===== src/rtl/decode_issue.sv =====
// decode_issue -- uDLX decode / issue stage (producer side of the ALU interface).
//
// Accepts one instruction word per cycle, reads both source operands from an
// asynchronous register file, sign-extends the 16-bit immediate and issues a
// registered bundle to execute.
//
// Optional feature macro: DECODE_SCOREBOARD_EN
//   defined   : one pending bit per register; RAW/WAW hazards stall decode.
//   undefined : no scoreboard, never stalls (compiler schedules NOPs).
//
// Handshakes (both sides): a transfer happens on a rising clk edge where
// valid and ready are both 1. A producer holds valid and its payload stable
// until that transfer; ready may depend combinationally on valid.
//
// Ports:
//   clk, rst                      clock, asynchronous active-high reset
//   inst_in, inst_pc              instruction word and its PC
//   inst_valid / inst_ready       fetch-side handshake
//   rf_rd_addr_a/b                combinational RF read addresses (rs1 / rs2)
//   rf_rd_data_a/b                asynchronous RF read data
//   wb_wr_en, wb_wr_addr          writeback retire; clears the pending bit
//   flush                         branch taken in execute; kills the bundle
//   ex_valid / ex_ready           execute-side handshake
//   ex_data_a/b, ex_store_data    ALU operands and SW store data
//   ex_opcode, ex_function        pass-through instruction fields
//   ex_wr_en, ex_wr_addr          destination register
//   ex_mem_rd, ex_mem_wr          load / store
//   ex_illegal                    unknown opcode
//   ex_pc                         PC of the issued instruction
module decode_issue #(
  parameter int DATA_WIDTH     = 32,
  parameter int OPCODE_WIDTH   = 6,
  parameter int FUNCTION_WIDTH = 6,
  parameter int ADDRESS_WIDTH  = 5
) (
  input  logic                      clk,
  input  logic                      rst,
  input  logic [31:0]               inst_in,
  input  logic [DATA_WIDTH-1:0]     inst_pc,
  input  logic                      inst_valid,
  output logic                      inst_ready,
  output logic [ADDRESS_WIDTH-1:0]  rf_rd_addr_a,
  output logic [ADDRESS_WIDTH-1:0]  rf_rd_addr_b,
  input  logic [DATA_WIDTH-1:0]     rf_rd_data_a,
  input  logic [DATA_WIDTH-1:0]     rf_rd_data_b,
  input  logic                      wb_wr_en,
  input  logic [ADDRESS_WIDTH-1:0]  wb_wr_addr,
  input  logic                      flush,
  output logic                      ex_valid,
  input  logic                      ex_ready,
  output logic [DATA_WIDTH-1:0]     ex_data_a,
  output logic [DATA_WIDTH-1:0]     ex_data_b,
  output logic [DATA_WIDTH-1:0]     ex_store_data,
  output logic [OPCODE_WIDTH-1:0]   ex_opcode,
  output logic [FUNCTION_WIDTH-1:0] ex_function,
  output logic                      ex_wr_en,
  output logic [ADDRESS_WIDTH-1:0]  ex_wr_addr,
  output logic                      ex_mem_rd,
  output logic                      ex_mem_wr,
  output logic                      ex_illegal,
  output logic [DATA_WIDTH-1:0]     ex_pc
);

  // uDLX opcode map.
  localparam logic [OPCODE_WIDTH-1:0] OP_RTYPE = OPCODE_WIDTH'('h00);
  localparam logic [OPCODE_WIDTH-1:0] OP_BEQZ  = OPCODE_WIDTH'('h04);
  localparam logic [OPCODE_WIDTH-1:0] OP_BNEZ  = OPCODE_WIDTH'('h05);
  localparam logic [OPCODE_WIDTH-1:0] OP_ADDI  = OPCODE_WIDTH'('h08);
  localparam logic [OPCODE_WIDTH-1:0] OP_SUBI  = OPCODE_WIDTH'('h0A);
  localparam logic [OPCODE_WIDTH-1:0] OP_ANDI  = OPCODE_WIDTH'('h0C);
  localparam logic [OPCODE_WIDTH-1:0] OP_ORI   = OPCODE_WIDTH'('h0D);
  localparam logic [OPCODE_WIDTH-1:0] OP_LW    = OPCODE_WIDTH'('h23);
  localparam logic [OPCODE_WIDTH-1:0] OP_SW    = OPCODE_WIDTH'('h2B);

  // ---------------------------------------------------------------------------
  // Field extraction
  // ---------------------------------------------------------------------------
  logic [OPCODE_WIDTH-1:0]   op;
  logic [FUNCTION_WIDTH-1:0] func;
  logic [ADDRESS_WIDTH-1:0]  rs1;
  logic [ADDRESS_WIDTH-1:0]  rs2;
  logic [ADDRESS_WIDTH-1:0]  rd;
  logic [DATA_WIDTH-1:0]     sext;

  assign op   = inst_in[31 -: OPCODE_WIDTH];
  assign func = inst_in[FUNCTION_WIDTH-1:0];
  assign rs1  = inst_in[21 +: ADDRESS_WIDTH];
  assign rs2  = inst_in[16 +: ADDRESS_WIDTH];
  assign rd   = inst_in[11 +: ADDRESS_WIDTH];
  assign sext = {{(DATA_WIDTH-16){inst_in[15]}}, inst_in[15:0]};

  assign rf_rd_addr_a = rs1;
  assign rf_rd_addr_b = rs2;

  // ---------------------------------------------------------------------------
  // Decode
  // ---------------------------------------------------------------------------
  logic [DATA_WIDTH-1:0]    d_a;
  logic [DATA_WIDTH-1:0]    d_b;
  logic [DATA_WIDTH-1:0]    d_store;
  logic [ADDRESS_WIDTH-1:0] d_dest;
  logic                     d_wr_en;
  logic                     d_mem_rd;
  logic                     d_mem_wr;
  logic                     d_illegal;
  logic                     d_use_a;
  logic                     d_use_b;

  always_comb begin
    d_a       = '0;
    d_b       = '0;
    d_store   = '0;
    d_dest    = '0;
    d_mem_rd  = 1'b0;
    d_mem_wr  = 1'b0;
    d_illegal = 1'b0;
    d_use_a   = 1'b0;
    d_use_b   = 1'b0;
    case (op)
      OP_RTYPE: begin
        d_a     = rf_rd_data_a;
        d_b     = rf_rd_data_b;
        d_dest  = rd;
        d_use_a = 1'b1;
        d_use_b = 1'b1;
      end
      OP_ADDI, OP_SUBI, OP_ANDI, OP_ORI: begin
        d_a     = rf_rd_data_a;
        d_b     = sext;
        d_dest  = rs2;
        d_use_a = 1'b1;
      end
      OP_LW: begin
        d_a      = rf_rd_data_a;
        d_b      = sext;
        d_dest   = rs2;
        d_use_a  = 1'b1;
        d_mem_rd = 1'b1;
      end
      OP_SW: begin
        // inst[20:16] names the store source here, not a destination.
        d_a      = rf_rd_data_a;
        d_b      = sext;
        d_store  = rf_rd_data_b;
        d_use_a  = 1'b1;
        d_use_b  = 1'b1;
        d_mem_wr = 1'b1;
      end
      OP_BEQZ, OP_BNEZ: begin
        d_a     = rf_rd_data_a;
        d_b     = sext;
        d_use_a = 1'b1;
      end
      default: d_illegal = 1'b1;
    endcase
  end

  // r0 is hard-wired zero: writes to it are dropped and it is never pending.
  assign d_wr_en = |d_dest;

  // ---------------------------------------------------------------------------
  // Handshake / hazard logic
  // ---------------------------------------------------------------------------
  logic stall;
  logic issue;

  assign inst_ready = ~stall & ~flush & (~ex_valid | ex_ready);
  assign issue      = inst_valid & inst_ready;

`ifdef DECODE_SCOREBOARD_EN
  localparam int NUM_REGS = 1 << ADDRESS_WIDTH;

  logic [NUM_REGS-1:0] pending;
  logic [NUM_REGS-1:0] pending_nxt;

  // Clears are applied before the issue set so a same-register set wins.
  always_comb begin
    pending_nxt = pending;
    if (wb_wr_en) pending_nxt[wb_wr_addr] = 1'b0;
    if (flush && ex_valid && ex_wr_en) pending_nxt[ex_wr_addr] = 1'b0;
    if (issue && d_wr_en) pending_nxt[d_dest] = 1'b1;
  end

  always_ff @(posedge clk or posedge rst) begin
    if (rst) pending <= '0;
    else     pending <= pending_nxt;
  end

  // Registered pending bits only: a writeback in this cycle does not bypass.
  assign stall = inst_valid &
                 ((d_use_a & pending[rs1]) |
                  (d_use_b & pending[rs2]) |
                  (d_wr_en & pending[d_dest]));

  logic unused_shamt;
  assign unused_shamt = ^inst_in[10:6];
`else
  assign stall = 1'b0;

  logic unused_no_sb;
  assign unused_no_sb = ^{wb_wr_en, wb_wr_addr, d_use_a, d_use_b, inst_in[10:6]};
`endif

  // ---------------------------------------------------------------------------
  // Issue bundle register
  // ---------------------------------------------------------------------------
  always_ff @(posedge clk or posedge rst) begin
    if (rst) begin
      ex_valid      <= 1'b0;
      ex_data_a     <= '0;
      ex_data_b     <= '0;
      ex_store_data <= '0;
      ex_opcode     <= '0;
      ex_function   <= '0;
      ex_wr_en      <= 1'b0;
      ex_wr_addr    <= '0;
      ex_mem_rd     <= 1'b0;
      ex_mem_wr     <= 1'b0;
      ex_illegal    <= 1'b0;
      ex_pc         <= '0;
    end else if (issue) begin
      ex_valid      <= 1'b1;
      ex_data_a     <= d_a;
      ex_data_b     <= d_b;
      ex_store_data <= d_store;
      ex_opcode     <= op;
      ex_function   <= func;
      ex_wr_en      <= d_wr_en;
      ex_wr_addr    <= d_dest;
      ex_mem_rd     <= d_mem_rd;
      ex_mem_wr     <= d_mem_wr;
      ex_illegal    <= d_illegal;
      ex_pc         <= inst_pc;
    end else if (flush || ex_ready) begin
      // Bundle fields are left as-is; only valid drops.
      ex_valid <= 1'b0;
    end
  end

endmodule


===== config.mk =====
export PLATFORM = sky130hd
export DESIGN_NAME = decode_issue
export DESIGN_NICKNAME = d
export VERILOG_FILES = /design/src/rtl/decode_issue.sv
export SDC_FILE = /design/constraint.sdc
export NUM_CORES = 1
export LEC_CHECK = 0
export CAP_MARGIN = 10
export CORE_MARGIN = 1
export CORE_UTILIZATION = 30
export DETAILED_ROUTE_END_ITERATION = 8
export GPL_ROUTABILITY_DRIVEN = 0
export PLACE_DENSITY_LB_ADDON = 0.1
export SYNTH_ARGS = -nofsm -noshare
export SYNTH_HDL_FRONTEND = slang
export SYNTH_SLANG_ARGS = --single-unit

===== constraint.sdc =====
create_clock -name clk -period 4.8 [get_ports clk]
set_input_delay 0.72 -clock clk [delete_from_list [all_inputs] [get_ports clk]]
set_output_delay 0.72 -clock clk [all_outputs]
set_load 0.01 [all_outputs]

# After elaboration in Yosys (flattened, before gate mapping)

Index checks and enable logic that the tools add are counted.

Eq/ne operators: 8
Muxes and demuxes: 9
Reduce and logical (&&, ||, !) cells: 7
Bitwise gates (word level): 5

Operators with widths:

| kind               | number |
|---|---|
| $mux 32            | 2 |
| $pmux 32 s2        | 1 |
| $eq 6x4->1 const B | 4 |
| $eq 6x3->1 const B | 2 |
| $eq 6x6->1 const B | 2 |
| $pmux 5 s2         | 1 |
| $reduce_or 5->1    | 2 |
| $reduce_or 9->1    | 1 |
| $reduce_or 8->1    | 1 |
| $logic_not 6->1    | 1 |
| $mux 1             | 5 |
| $and 1x1->1        | 2 |
| $not 1->1          | 2 |
| $reduce_bool 2->1  | 1 |
| $logic_or 1x1->1   | 1 |
| $or 1x1->1         | 1 |

Input port bits: 139
Flip-flop bits (word level): 150
Logic and storage cells: 41

# Logic depth before layout (Yosys ltp)

Depth after elaboration: 5
Mapped depth: 7
Depth with buffers taken out: 4

# Worst setup path after synthesis

No wires, ideal clock.

Path kind: input-to-reg
Start: input port inst_in[30]
End: register ex_data_a[10]
Stages: 7
Library setup time: 0.066 ns
Path slack: 2.604 ns
Path buffers: 3
Arrival: 2.130 ns
Data required time: 4.734 ns
Path through: buf_2 > or4_1 > nor3_2 > or2_1 > buf_4 > buf_6 > a31o_1

Cells in the longest elaborated chain, start to end: 3

Ends and longest elaborated chain:

| what                                 | RTL line | source |
|---|---|---|
| from (decl)                          | 38       | `input logic [31:0] inst_in,` |
| $eq 6x6->1 (tied with other cells)   | 119      | `case (op)` |
| $reduce_or 9->1 (no source line) (*) | --       |  |
| $mux 32 (*)                          | 119      |  |
| to (signal assigned)                 | 210      | `ex_data_a <= '0;` |
| to (signal assigned)                 | 223      | `ex_data_a <= d_a;` |
| to (decl)                            | 51       | `output logic [DATA_WIDTH-1:0] ex_data_a,` |

Every way passes the cells marked *; elsewhere a longest branch is shown, timed or not.
A chain may end at the register's enable or synchronous reset.

# Worst setup path in the final report

Start: input port inst_in[29]
End: register ex_data_b[21]

Cells in the longest elaborated chain, start to end: 3

Ends and longest elaborated chain:

| what                               | RTL line | source |
|---|---|---|
| $eq 6x6->1 (tied with other cells) | 119      |  |
| $reduce_or 8->1 (no source line)   | --       |  |
| $pmux 32 s2 (*)                    | 119      |  |
| to (signal assigned)               | 211      | `ex_data_b <= '0;` |
| to (signal assigned)               | 224      | `ex_data_b <= d_b;` |
| to (decl)                          | 52       | `output logic [DATA_WIDTH-1:0] ex_data_b,` |

Marked as above.

==> reports/qor.csv <==
stage,metric,value,unit
setup_path,CP endpoint kind,flip-flop,
synth,synthesized area per cell,12.10,um^2
route,DRC errors left,0,
run,Max-cap violations,0,
synth,syn nets,653,
placed_design,Port Buffers,283,
synth,Netlist Area Pre-Place,0.006217,mm^2
route,DR vias,5007,
synth,Yosys top cell area share,0.6037,
global_routing,vias in the first global route,5262,
setup_path,critical path data required time,5.11,ns
setup_path,critical setup path kind,input port to flip-flop,
clock_network,Max Root-Sink Buffers,2,
cells_and_area,Nets,913,
route,Post-DRT Antenna Nets,0,
synth,Area contributors post-synth,"dfrtp_1, mux2_2, o2bb2ai_1, a31o_1, nor2b_1",
timing,"Slew Viols, Final",0,
synth,gate count of the mapped netlist,514,
cells_and_area,Area Growth Syn to Fin,57.58,%
timing,final setup fails,0,
setup_path,CP startpoint kind,input port,
synth,Synth area leader,dfrtp_1,
cells_and_area,share of post-route cells with drive strength above 1,0.1146,
clock_network,CTS tree,built,
timing,worst-margin pin slew,0.9158,ns
timing,final hold vios,0,
clock_network,clock sinks,150,
global_routing,largest net degree at the start of global routing,113,
clock_network,clock insertion delay at the later pin of the skew report,0.41,ns
clock_network,CTS root buffer,clkbuf_16,
global_routing,Total GRT Usage,0.1732,
floorplanning,Die Area,0.02130,mm^2
clock_network,Post-CTS Setup Inserts,0,
synth,most common flop cell mapped by yosys,dfrtp_1,
synth,"EDFF count, synth",0,
floorplanning,row count,52,
clock_network,CTS Buf Count,17,
power_and_ir_drop,leak pwr,3.977,nW
clock_network,Post-CTS Resized,0,
floorplanning,Core ar.,0.02030,mm^2
placed_design,Post-DP HPWL,12370,um
power_and_ir_drop,VDD IR-drop max,0.2244,mV
outcome,status,"complete, no violations",
timing,Final min period,3.019,ns
global_routing,total gr overflow,0,
timing,Fmax,0.3312,GHz
clock_network,depth of the CTS H-tree,4,
route,first drt pass iteration count,5,
setup_path,"Data arrival, critical path",3.33,ns
cells_and_area,# diodes,0,
floorplanning,Initial Util,0.3063,
route,Vias per Instance,4.746,
floorplanning,die width,146.0,um
timing,crit share post-route,0.6290,
floorplanning,Die Y-Extent,146.0,um
timing,Final Skew,0.006822,ns
synth,post-synthesis sequential area ratio,0.6037,
synth,yosys warns,0,
clock_network,hold_buf cts,0,
timing,Worst slew margin,0.3895,
clock_network,clock-pin slew on the worst setup and hold paths,0.06,ns
synth,post-synthesis sequential element count,150,
synth,library cells used by synthesis,35,
global_routing,first-pass GRT wire length,28820,um
power_and_ir_drop,power per cell area,352.3,mW/mm^2
route,routed len/inst,16.95,um
timing,Post-Route Setup TNS,0,ns
route,DR iter-0 viols,183,
global_routing,initial antenna violation count,0,
route,final wirelength,17880,um
timing,unrepaired setup endpoints after global routing,false,
synth,"Async S/R FF share, synth",1.000,
setup_path,Worst Path Max Fanout,17,
floorplanning,I/O pins,300,
power_and_ir_drop,power after layout,3.452,mW
hold_path,worst min path class,flip-flop to flip-flop,
## sequential cells by signal, summed over array words and instances (netlist names)
name	flops
ex_store_data	32
ex_pc	32
ex_wr_en	1
ex_illegal	1
ex_data_b	32
ex_function	6
ex_mem_wr	1
ex_mem_rd	1
ex_data_a	32
ex_valid	1
ex_wr_addr	5
ex_opcode	6
## through the flow
step / hold WS [ns] / area (um^2) / utilization / cells / setup slack [ns]
floorplan: 0.5219 / 6217 / - / 514 / 0.04361
global placement: 0.4695 / 9226 / 0.4545 / 1025 / 1.430
detailed placement: 0.4735 / 9226 / 0.4545 / 1025 / 1.333
CTS: 0.4897 / 9797 / 0.4826 / 1055 / 1.775
global route: 0.5064 / 9797 / 0.4826 / 1055 / 1.617
finish: 0.4852 / 9797 / 0.4826 / 1055 / 1.781
## power breakdown
group | internal [mW] | switching [mW]
registers | 1.39 | 0.0652
logic | 0.418 | 0.280
clock network | 0.776 | 0.520
## synthesized netlist by cell type, types with 10 or more instances
cell,n
dfrtp_1,150
nand2_1,52
mux2_2,44
nor2_1,38
nor2b_1,33
o2bb2ai_1,33
a31o_1,29
clkbuf_1,23
a31oi_1,18
a21oi_1,16
a22oi_1,15
buf_4,11
buf_2,10
## worst paths after layout
path,from,to,slack [ns],cells past startpoint
worst max-delay path,inst_in[29],ex_data_b[21],1.78,5
min in group asynchronous,rst,ex_data_a[4],0.89,2
worst min register to register,ex_store_data[9],ex_store_data[9],0.49,1
max in group asynchronous,rst,ex_data_b[16],2.96,3
worst min-delay path,ex_store_data[9],ex_store_data[9],0.49,1
worst max register to register,ex_valid,ex_function[2],2.95,4
## logic make-up (layout without fill, tap and decap cells)
kind of cell	count (synthesis)	count (layout)	synth area share
AND/OR/NAND/NOR	143	143	0.1147
flip-flops	150	150	0.6037
AO/OA/AOI/OAI	122	122	0.1544
buffers and inverters	53	324	0.04427
multiplexers	46	46	0.08291
## routing by layer
metal  up-vias  track usage  share of wire
met5         -            0              0
met4         0      0.05158          0.013
met3        15      0.06395          0.079
met2       190       0.2933           0.49
met1      2452       0.2043           0.42
li1       2350            -              -
## layout by cell type, fill, tap and decap left out, types with 6 or more instances in the layout
master / instances
a22oi_1: 15
nor2_1: 38
buf_4: 6
a21oi_1: 16
nor2b_1: 33
nand2_1: 52
a31o_1: 29
a31oi_1: 18
mux2_2: 44
clkbuf_16: 17
dfrtp_1: 150
clkdlybuf4s50_1: 283
o2bb2ai_1: 33
## final cells by class
cell class / instances / area, um^2
clock buffer: 19 / 442.9
timing repair buffer: 291 / 2918
multi-input combinational: 311 / 2201
tap: 270 / 337.8
fill: 1878 / 10500
clock inverter: 11 / 127.6
inverter: 3 / 16.27
sequential: 150 / 3754
## worst max-delay path, stage by stage
cell	delay [ns]
clkdlybuf4s50_1	0.63
or4b_4	0.52
a31oi_4	0.52
nand2_1	0.57
a31oi_1	0.36
Note: power is estimated with default switching activity, not from simulation.
